### src/rtl/speck_arbiter_if.sv
// Requester and engine signal bundle for speck_arbiter.
// master = arbiter side, slave = requesters plus engine.
interface speck_arbiter_if #(
  parameter int NREQ = 2,
  parameter int DW   = 32
);
  logic [NREQ-1:0]    req;
  logic [NREQ*DW-1:0] req_data;
  logic [NREQ-1:0]    ack;
  logic [DW-1:0]      rsp_data;
  logic [1:0]         grant_id;
  logic               busy;
  logic               timeout_err;
  logic               eng_reset;
  logic               eng_start;
  logic [DW-1:0]      eng_din;
  logic               eng_done;
  logic [DW-1:0]      eng_dout;

  modport master (
    input  req, req_data, eng_done, eng_dout,
    output ack, rsp_data, grant_id, busy,
    output timeout_err, eng_reset, eng_start,
    output eng_din
  );

  modport slave (
    output req, req_data, eng_done, eng_dout,
    input  ack, rsp_data, grant_id, busy,
    input  timeout_err, eng_reset, eng_start,
    input  eng_din
  );
endinterface

### src/rtl/speck_arbiter.sv
// Round-robin sharer of one Speck engine among NREQ requesters.
// Optional WAIT watchdog: define SPECK_ARB_TIMEOUT_EN.
module speck_arbiter #(
  parameter int NREQ    = 2,
  parameter int DW      = 32,
  parameter int TIMEOUT = 64
) (
  input  logic clk,
  input  logic reset,
  speck_arbiter_if.master bus
);

  typedef enum logic [2:0] {
    S_IDLE = 3'd0,
    S_CLR  = 3'd1,
    S_GO   = 3'd2,
    S_WAIT = 3'd3,
    S_RESP = 3'd4
  } state_t;

  localparam logic [NREQ-1:0] ONE = NREQ'(1);
  localparam logic [1:0] LAST = 2'(NREQ - 1);

  state_t     state;
  logic [1:0] ptr;
  logic       lo_hit, hi_hit;
  logic [1:0] lo_win, hi_win, win;

  // Lowest requester at/after ptr, else lowest overall.
  always_comb begin
    lo_hit = 1'b0;
    hi_hit = 1'b0;
    lo_win = '0;
    hi_win = '0;
    for (int i = NREQ - 1; i >= 0; i--) begin
      if (bus.req[i]) begin
        lo_hit = 1'b1;
        lo_win = 2'(i);
        if (2'(i) >= ptr) begin
          hi_hit = 1'b1;
          hi_win = 2'(i);
        end
      end
    end
  end

  assign win = hi_hit ? hi_win : lo_win;

`ifdef SPECK_ARB_TIMEOUT_EN
  localparam int CW = $clog2(TIMEOUT + 1);
  logic [CW-1:0] cnt;
`else
  assign bus.timeout_err = 1'b0;
`endif

  always_ff @(posedge clk or posedge reset) begin
    if (reset) begin
      state        <= S_IDLE;
      ptr          <= '0;
      bus.ack      <= '0;
      bus.rsp_data <= '0;
      bus.grant_id <= '0;
      bus.busy     <= 1'b0;
      bus.eng_start <= 1'b0;
      bus.eng_din  <= '0;
      bus.eng_reset <= 1'b1;
`ifdef SPECK_ARB_TIMEOUT_EN
      bus.timeout_err <= 1'b0;
      cnt          <= '0;
`endif
    end else begin
      bus.ack       <= '0;
      bus.eng_start <= 1'b0;
`ifdef SPECK_ARB_TIMEOUT_EN
      bus.timeout_err <= 1'b0;
`endif
      unique case (state)
        S_IDLE: begin
          if (lo_hit) begin
            state        <= S_CLR;
            bus.grant_id <= win;
            bus.eng_din  <= bus.req_data[win*DW +: DW];
            bus.busy     <= 1'b1;
          end
        end
        S_CLR: begin
          state         <= S_GO;
          bus.eng_reset <= 1'b0;
          bus.eng_start <= 1'b1;
        end
        S_GO: begin
          state <= S_WAIT;
`ifdef SPECK_ARB_TIMEOUT_EN
          cnt   <= '0;
`endif
        end
        S_WAIT: begin
          if (bus.eng_done) begin
            state        <= S_RESP;
            bus.rsp_data <= bus.eng_dout;
            bus.ack      <= ONE << bus.grant_id;
          end
`ifdef SPECK_ARB_TIMEOUT_EN
          else if (cnt == CW'(TIMEOUT - 1)) begin
            state           <= S_RESP;
            bus.rsp_data    <= '0;
            bus.ack         <= ONE << bus.grant_id;
            bus.timeout_err <= 1'b1;
          end else begin
            cnt <= cnt + 1'b1;
          end
`endif
        end
        S_RESP: begin
          state         <= S_IDLE;
          bus.busy      <= 1'b0;
          bus.eng_reset <= 1'b1;
          ptr <= (bus.grant_id == LAST) ? 2'd0
                                        : bus.grant_id + 2'd1;
        end
        default: state <= S_IDLE;
      endcase
    end
  end

endmodule

### src/flat_wrapper.sv
// flat-port wrapper written by rule: the top's interface ports become plain ports
module speck_arbiter_flat 
#(
  parameter int NREQ    = 2,
  parameter int DW      = 32,
  parameter int TIMEOUT = 64
)
  (clk, reset, bus_req, bus_req_data, bus_eng_done, bus_eng_dout, bus_ack, bus_rsp_data, bus_grant_id, bus_busy, bus_timeout_err, bus_eng_reset, bus_eng_start, bus_eng_din);
  speck_arbiter_if #(.NREQ(NREQ), .DW(DW)) bus_i ();
  input  logic clk;
  input  logic reset;
  input wire logic [$bits(bus_i.req)-1:0] bus_req;
  input wire logic [$bits(bus_i.req_data)-1:0] bus_req_data;
  input wire logic [$bits(bus_i.eng_done)-1:0] bus_eng_done;
  input wire logic [$bits(bus_i.eng_dout)-1:0] bus_eng_dout;
  output wire logic [$bits(bus_i.ack)-1:0] bus_ack;
  output wire logic [$bits(bus_i.rsp_data)-1:0] bus_rsp_data;
  output wire logic [$bits(bus_i.grant_id)-1:0] bus_grant_id;
  output wire logic [$bits(bus_i.busy)-1:0] bus_busy;
  output wire logic [$bits(bus_i.timeout_err)-1:0] bus_timeout_err;
  output wire logic [$bits(bus_i.eng_reset)-1:0] bus_eng_reset;
  output wire logic [$bits(bus_i.eng_start)-1:0] bus_eng_start;
  output wire logic [$bits(bus_i.eng_din)-1:0] bus_eng_din;
  assign bus_i.req = bus_req;
  assign bus_i.req_data = bus_req_data;
  assign bus_i.eng_done = bus_eng_done;
  assign bus_i.eng_dout = bus_eng_dout;
  assign bus_ack = bus_i.ack;
  assign bus_rsp_data = bus_i.rsp_data;
  assign bus_grant_id = bus_i.grant_id;
  assign bus_busy = bus_i.busy;
  assign bus_timeout_err = bus_i.timeout_err;
  assign bus_eng_reset = bus_i.eng_reset;
  assign bus_eng_start = bus_i.eng_start;
  assign bus_eng_din = bus_i.eng_din;
  speck_arbiter #(.NREQ(NREQ), .DW(DW), .TIMEOUT(TIMEOUT)) u_core (.clk(clk), .reset(reset), .bus(bus_i));
endmodule
### config.mk
export PLATFORM = sky130hd
export DESIGN_NAME = speck_arbiter_flat
export DESIGN_NICKNAME = d
export VERILOG_FILES = /design/src/rtl/speck_arbiter_if.sv /design/src/rtl/speck_arbiter.sv /design/src/flat_wrapper.sv
export SDC_FILE = /design/constraint.sdc
export NUM_CORES = 1
export LEC_CHECK = 0
export CORE_MARGIN = 4
export CORE_UTILIZATION = 38
export DETAILED_ROUTE_END_ITERATION = 16
export PLACE_DENSITY = 0.8
export SYNTH_ARGS = -nofsm -noshare
export SYNTH_HDL_FRONTEND = slang
export SYNTH_SLANG_ARGS = --single-unit
### constraint.sdc
create_clock -name clk -period 2.7 [get_ports clk]
set_input_delay 0.27 -clock clk [delete_from_list [all_inputs] [get_ports clk]]
set_output_delay 0.27 -clock clk [all_outputs]
set_load 0.02 [all_outputs]
==> flow_metrics.env, run 1 <==
export IMPL_start_util_pct=39.5
export IMPL_port_buffers=170
export IMPL_diodes=0
export IMPL_drc_errors=0
export IMPL_drt_wirelength_per_cell_um=18.0
export IMPL_ys_seq_area_share_pct=60.1
export IMPL_final_util_pct=64.1
export IMPL_core_area_mm2=0.00781
export IMPL_worst_hold_path_type="primary input to asynchronous set/reset pin"
export IMPL_antenna_found_initial=0
export IMPL_critical_path_required_ns=2.93
export IMPL_crit_path_start_kind="flop"
export IMPL_drt_initial_drc_count=99
export IMPL_reg2reg_depth=5
export IMPL_die_h_um=98.1
export IMPL_cts_tree="yes"
export IMPL_drive_gt1_share_pct=23.5
export IMPL_first_pass_iters=4
export IMPL_grt_pass1_wl_mm=14.2
export IMPL_post_cts_buffers=0
export IMPL_dieArea_mm2=0.00962
export IMPL_synthCells=217
export IMPL_p_leak_nw=1.96
export IMPL_finalMaxSlewViolations=0
export IMPL_grt_pass1_vias=2745
export IMPL_arrival_ns=2.01
export IMPL_fin_setup_tns_ns=0
export IMPL_syn_to_final_growth_pct=62.4
export IMPL_insertion_delay_ns=0.35
export IMPL_power_density_mw_per_mm2=1150
export IMPL_track_usage_pct=18.6
export IMPL_slew_headroom_pct=65.5
export IMPL_grt_max_degree=36
export IMPL_hold_violations=0
export IMPL_ir_drop_uv=608
export IMPL_vias=2502
export IMPL_netlist_area_mm2=0.00308
export IMPL_rrSetupSlack_ns=0.92
export IMPL_ctsHtreeMaxLevel=3
export IMPL_fmax_ghz=0.562
export IMPL_synth_async_reset_ratio_pct=100
export IMPL_place_hpwl_mm=6.53
export IMPL_cts_resized=0
export IMPL_finalSetupViolations=0
export IMPL_run_status="completed"
export IMPL_yosys_warnings=0
export IMPL_clockRootBuffer="clkbuf_8"
export IMPL_boundaryPins=173
export IMPL_clkSlewWorstSetupHoldPaths_ns=0.08
export IMPL_maxCapViolCount=0
export IMPL_total_power_w=0.00576
export IMPL_grtUsageMet3_pct=6.29
export IMPL_cts_buffers_inserted=9
export IMPL_grt_most_used_layer="met2"
export IMPL_end_kind="flop"
export IMPL_ys_seq_elements=74
export IMPL_fin_crit_sh_pct=65.9
export IMPL_grt_use_met1_pct=22.3
export IMPL_grt_overflow_total=0
export IMPL_path_class="flop to flop"
export IMPL_synth_edff_count=0
export IMPL_path_max_fanout=33
export IMPL_fp_dieW_um=98.1
export IMPL_synth_cell_types=28
export IMPL_nets=487
export IMPL_synth_top_area_share_pct=59.3
export IMPL_ys_top_cells_by_area="dfrtp_1 59%, mux2_2 12%, o221a_2 12%"
export IMPL_worst_clock_skew_ns=0.0105
export IMPL_reg2reg_to="u_core.bus.rsp_data[12]"
export IMPL_cts_sinks=74
export IMPL_wl_mm=8.88
export IMPL_ant_nets=0
export IMPL_grt_use_met2_pct=31.0
export IMPL_r2r_start="u_core.state[1]"
export IMPL_synth_flop_cell="dfrtp_1"
export IMPL_worst_pin_slew_ns=0.518
export IMPL_postCtsHoldBufs=0
export IMPL_gp_congestion=0.794
export IMPL_rsz0062_at_grt="no"
export IMPL_clk_path_buf_depth=2
export IMPL_synth_area_leader_cell="dfrtp_1"
export IMPL_row_count=32
export IMPL_min_period_ns=1.78
export IMPL_viasPerCell=5.08
export IMPL_syn_avg_cell_area_um2=14.2
cells in the final DEF, fill, tap and decap left out, types with 5 or more instances in the layout:
master | netlist | layout
o221a_2 | 32 | 32
clkdlybuf4s50_1 | 0 | 170
buf_4 | 3 | 5
or3_1 | 30 | 30
nor2_1 | 6 | 6
dfrtp_1 | 73 | 73
clkbuf_8 | 0 | 9
mux2_2 | 33 | 33
cell type report:
class	instances	area, um2
Multi-Input combinational cell	123	1080
Fill cell	641	2800
Clock inverter	5	63.8
Timing Repair Buffer	175	1740
Clock buffer	11	131
Tap cell	102	128
Sequential cell	74	1850
Inverter	3	11.3
synth_stat cells, types with 2 or more instances:
cell type	instances
nor2_1	6
nand2b_1	2
mux2_2	33
or3_1	30
nand3_1	2
dfrtp_1	73
or3_2	2
buf_2	5
a21oi_1	2
buf_6	7
o221a_2	32
clkbuf_2	3
or2_2	2
buf_4	3
inv_1	2
stage by stage:
stage	worst slack (ns)	hold WS, ns	instance area, um2	cells
after floorplan	0.550	0.422	3090	218
after global placement	0.634	0.455	4810	477
after detailed placement	0.610	0.447	4810	477
after CTS	0.916	0.132	5010	493
after global routing	0.789	0.138	5010	493
final	0.921	0.141	5010	493
logic make-up after synthesis:
family,count (synthesis),synth area share (%)
buf+inv,21,4.95
compound gates,38,13.0
simple gates,50,9.78
flops,74,60.1
other cells,1,0.122
mux,33,12.1
power by group:
part / internal (W) / total [W] / switching, W
clock network: 0.000434 / 0.000855 / 0.000421
logic: 0.00159 / 0.00294 / 0.00135
registers: 0.00165 / 0.00196 / 0.000303
how the worst max path moves through the flow:
stage / startpoint / endpoint / slack [ns]
3_3_place_gp: bus_eng_done / u_core.bus.rsp_data[18] / 0.63
4_1_cts: u_core.state[1] / u_core.bus.rsp_data[12] / 0.92
5_1_grt: u_core.state[1] / u_core.bus.rsp_data[17] / 0.79
3_5_place_dp: bus_eng_done / u_core.bus.rsp_data[29] / 0.61
2_1_floorplan: reset / u_core.bus.ack[0] / 0.55
6_report: u_core.state[1] / u_core.bus.rsp_data[12] / 0.92
flip-flops by register name, summed over array words and instances (netlist names):
| signal | cells |
|---|---|
| u_core.bus.ack | 2 |
| u_core.bus.busy | 1 |
| u_core.bus.eng_din | 32 |
| u_core.bus.eng_reset | 1 |
| u_core.bus.eng_start | 1 |
| u_core.bus.grant_id | 1 |
| u_core.bus.rsp_data | 32 |
| u_core.ptr | 1 |
| u_core.state | 3 |
layer usage:
metal	routed length (um)	part of all wire (%)
met1	3620	41
met5	0	0
met3	622	7.0
met4	203	2.3
met2	4430	50
worst max-delay path, stage by stage (launching register included):
cell	delay [ns]
dfrtp_1	0.44
nand3_1	0.11
or2_2	0.31
clkinv_1	0.05
buf_4	0.36
mux2_2	0.39
Note: power is estimated with default switching activity, not from simulation.
==> inputs of run 2 (changes only) <==
--- a/config.mk
+++ b/config.mk
@@ -6,9 +6,9 @@
 export NUM_CORES = 1
 export LEC_CHECK = 0
 export CORE_MARGIN = 4
-export CORE_UTILIZATION = 38
+export CORE_UTILIZATION = 35
 export DETAILED_ROUTE_END_ITERATION = 16
-export PLACE_DENSITY = 0.8
+export PLACE_DENSITY = 0.77
 export SYNTH_ARGS = -nofsm -noshare
 export SYNTH_HDL_FRONTEND = slang
 export SYNTH_SLANG_ARGS = --single-unit
==> constraint.sdc (replaced) <==
create_clock -name clk -period 1.5 [get_ports clk]
set_input_delay 0.15 -clock clk [delete_from_list [all_inputs] [get_ports clk]]
set_output_delay 0.15 -clock clk [all_outputs]
set_load 0.02 [all_outputs]
==> flow_metrics.env, run 2 (synthesis results as in run 1) <==
export IMPL_placed_area_mm2=0.00493
export IMPL_fp_dieW_um=102
export IMPL_clkSlewWorstSetupHoldPaths_ns=0.08
export IMPL_hold_violations=0
export IMPL_path_class="flop to flop"
export IMPL_total_power_w=0.0117
export IMPL_layout_common_cells="119 x clkdlybuf4s50_1, 71 x dfrtp_1, 49 x dlymetal6s2s_1, 29 x mux2_4, 28 x o221a_2"
export IMPL_gp_congestion=0.779
export IMPL_power_density_mw_per_mm2=2060
export IMPL_ir_drop_uv=1140
export IMPL_vias=2643
export IMPL_p_int_w=0.00758
export IMPL_antenna_found_initial=0
export IMPL_core_area_mm2=0.00838
export IMPL_fmax_ghz=0.612
export IMPL_p_clk_share_pct=15.2
export IMPL_syn_to_final_growth_pct=84.2
export IMPL_wl_mm=10.2
export IMPL_row_count=33
export IMPL_first_pass_iters=4
export IMPL_end_kind="flop"
export IMPL_cts_sinks=74
export IMPL_arrival_ns=1.87
export IMPL_postCtsHoldBufs=0
export IMPL_boundaryPins=173
export IMPL_critical_path_required_ns=1.73
export IMPL_ctsHtreeMaxLevel=3
export IMPL_run_status="finished, violations left"
export IMPL_port_buffers=170
export IMPL_post_place_ws_ns=-0.255
export IMPL_fin_area_mm2=0.00568
export IMPL_p_leak_nw=2.64
export IMPL_worst_hold_path_type="primary input to asynchronous set/reset pin"
export IMPL_clk_path_buf_depth=2
export IMPL_violations="negative setup slack"
export IMPL_worst_clock_skew_ns=0.00648
export IMPL_insertion_delay_ns=0.34
export IMPL_cts_buffers_inserted=9
export IMPL_seqPwrFrac_pct=30.6
export IMPL_min_period_ns=1.63
export IMPL_grt_pass1_wl_mm=13.7
export IMPL_finalMaxSlewViolations=0
export IMPL_drc_errors=0
export IMPL_clockRootBuffer="clkbuf_8"
export IMPL_setup_slack_ns=-0.134
export IMPL_start_util_pct=36.8
export IMPL_die_h_um=102
export IMPL_drive_gt1_share_pct=29.6
export IMPL_diodes=0
export IMPL_dieArea_mm2=0.0104
export IMPL_grt_pass1_vias=2663
export IMPL_crit_path_start_kind="flop"
export IMPL_nets=505
export IMPL_viasPerCell=5.14
export IMPL_drt_wirelength_per_cell_um=19.9
export IMPL_slew_headroom_pct=66.2
export IMPL_grt_max_degree=43
export IMPL_grt_overflow_total=0
export IMPL_ant_nets=0
export IMPL_swShare_pct=35.0
export IMPL_finalSetupViolations=64
export IMPL_reg_top3="u_core.bus.eng_din (32), u_core.bus.rsp_data (32), u_core.state (3)"
export IMPL_worst_pin_slew_ns=0.508
export IMPL_track_usage_pct=17.1
export IMPL_fin_crit_sh_pct=109
export IMPL_power_switching_w=0.00409
export IMPL_p_comb_share_pct=54.2
export IMPL_drt_initial_drc_count=59
export IMPL_final_common_cell="clkdlybuf4s50_1"
export IMPL_rsz0062_at_grt="yes"
export IMPL_maxCapViolCount=0
export IMPL_fin_setup_tns_ns=-5.59
export IMPL_place_hpwl_mm=6.47
export IMPL_path_max_fanout=8
export IMPL_cts_tree="yes"
==> run 2: changes by cell type in the layout (fill, tap and decap cells not counted), sizes merged, moves of 2 or more <==
cell,delta
buf,+15
clkdlybuf4s50,-51
dlygate4sd2,+2
dlymetal6s2s,+49
or3,+3
==> run 2: area by class of cell <==
class / instances / area [um2]
sequential: 74 / 1860
inverter: 3 / 22.5
clock buffer: 12 / 155
timing repair buffer: 190 / 2130
multi-input combinational: 126 / 1310
tap: 105 / 131
clock inverter: 4 / 73.8
fill: 619 / 2700
==> run 2: worst paths after layout <==
kind,start,endpoint,slack [ns],depth (start not counted)
setup / recovery,u_core.state[0],u_core.bus.eng_din[25],-0.13,4
hold / removal,reset,u_core.bus.rsp_data[26],0.23,3
setup reg to reg,u_core.state[0],u_core.bus.eng_din[25],-0.13,4
hold reg to reg,u_core.bus.grant_id[0],u_core.bus.ack[0],0.48,1
max in group asynchronous,reset,u_core.bus.eng_din[7],0.87,3
min in group clk,bus_eng_dout[7],u_core.bus.rsp_data[7],0.42,2
==> run 2: stage by stage <==
stage,instances,hold slack [ns],utilization [%]
6_report,514,0.232,67.7
3_5_place_dp,486,0.462,58.8
5_1_grt,514,0.255,67.7
3_3_place_gp,486,0.448,58.8
2_1_floorplan,218,0.302,-
4_1_cts,505,0.234,62.7
==> run 2: routing by layer <==
metal | global-route usage [%] | share of wire [%]
met1 | 21.1 | 40
met3 | 5.19 | 7.0
met2 | 29.3 | 51
met4 | 4.54 | 1.8
met5 | 0 | 0
==> run 2: what timing repair did <==
action | 4_1_cts | 5_1_grt
setup endpoints to repair | 66 | 110
cloned | 2 | 3
setup buffers | 1 | 6
pin swaps | 1 | 6
gates resized for setup | 5 | 101
==> run 2: power groups by stage <==
stage	Sequential, W	Clock, W	Combinational (W)
floorplan	0.00465	0	0.00182
global placement	0.00352	0	0.00546
detailed placement	0.00354	0	0.00555
CTS	0.00351	0.00181	0.00575
global route	0.00368	0.00191	0.00667
finish	0.00357	0.00177	0.00633
==> run 2: worst max-delay path, stage by stage, from the launching register on <==
cell and delay (ns):
dfrtp_1 0.41, buf_4 0.15, or3_4 0.45, or3_1 0.37, o221a_2 0.13
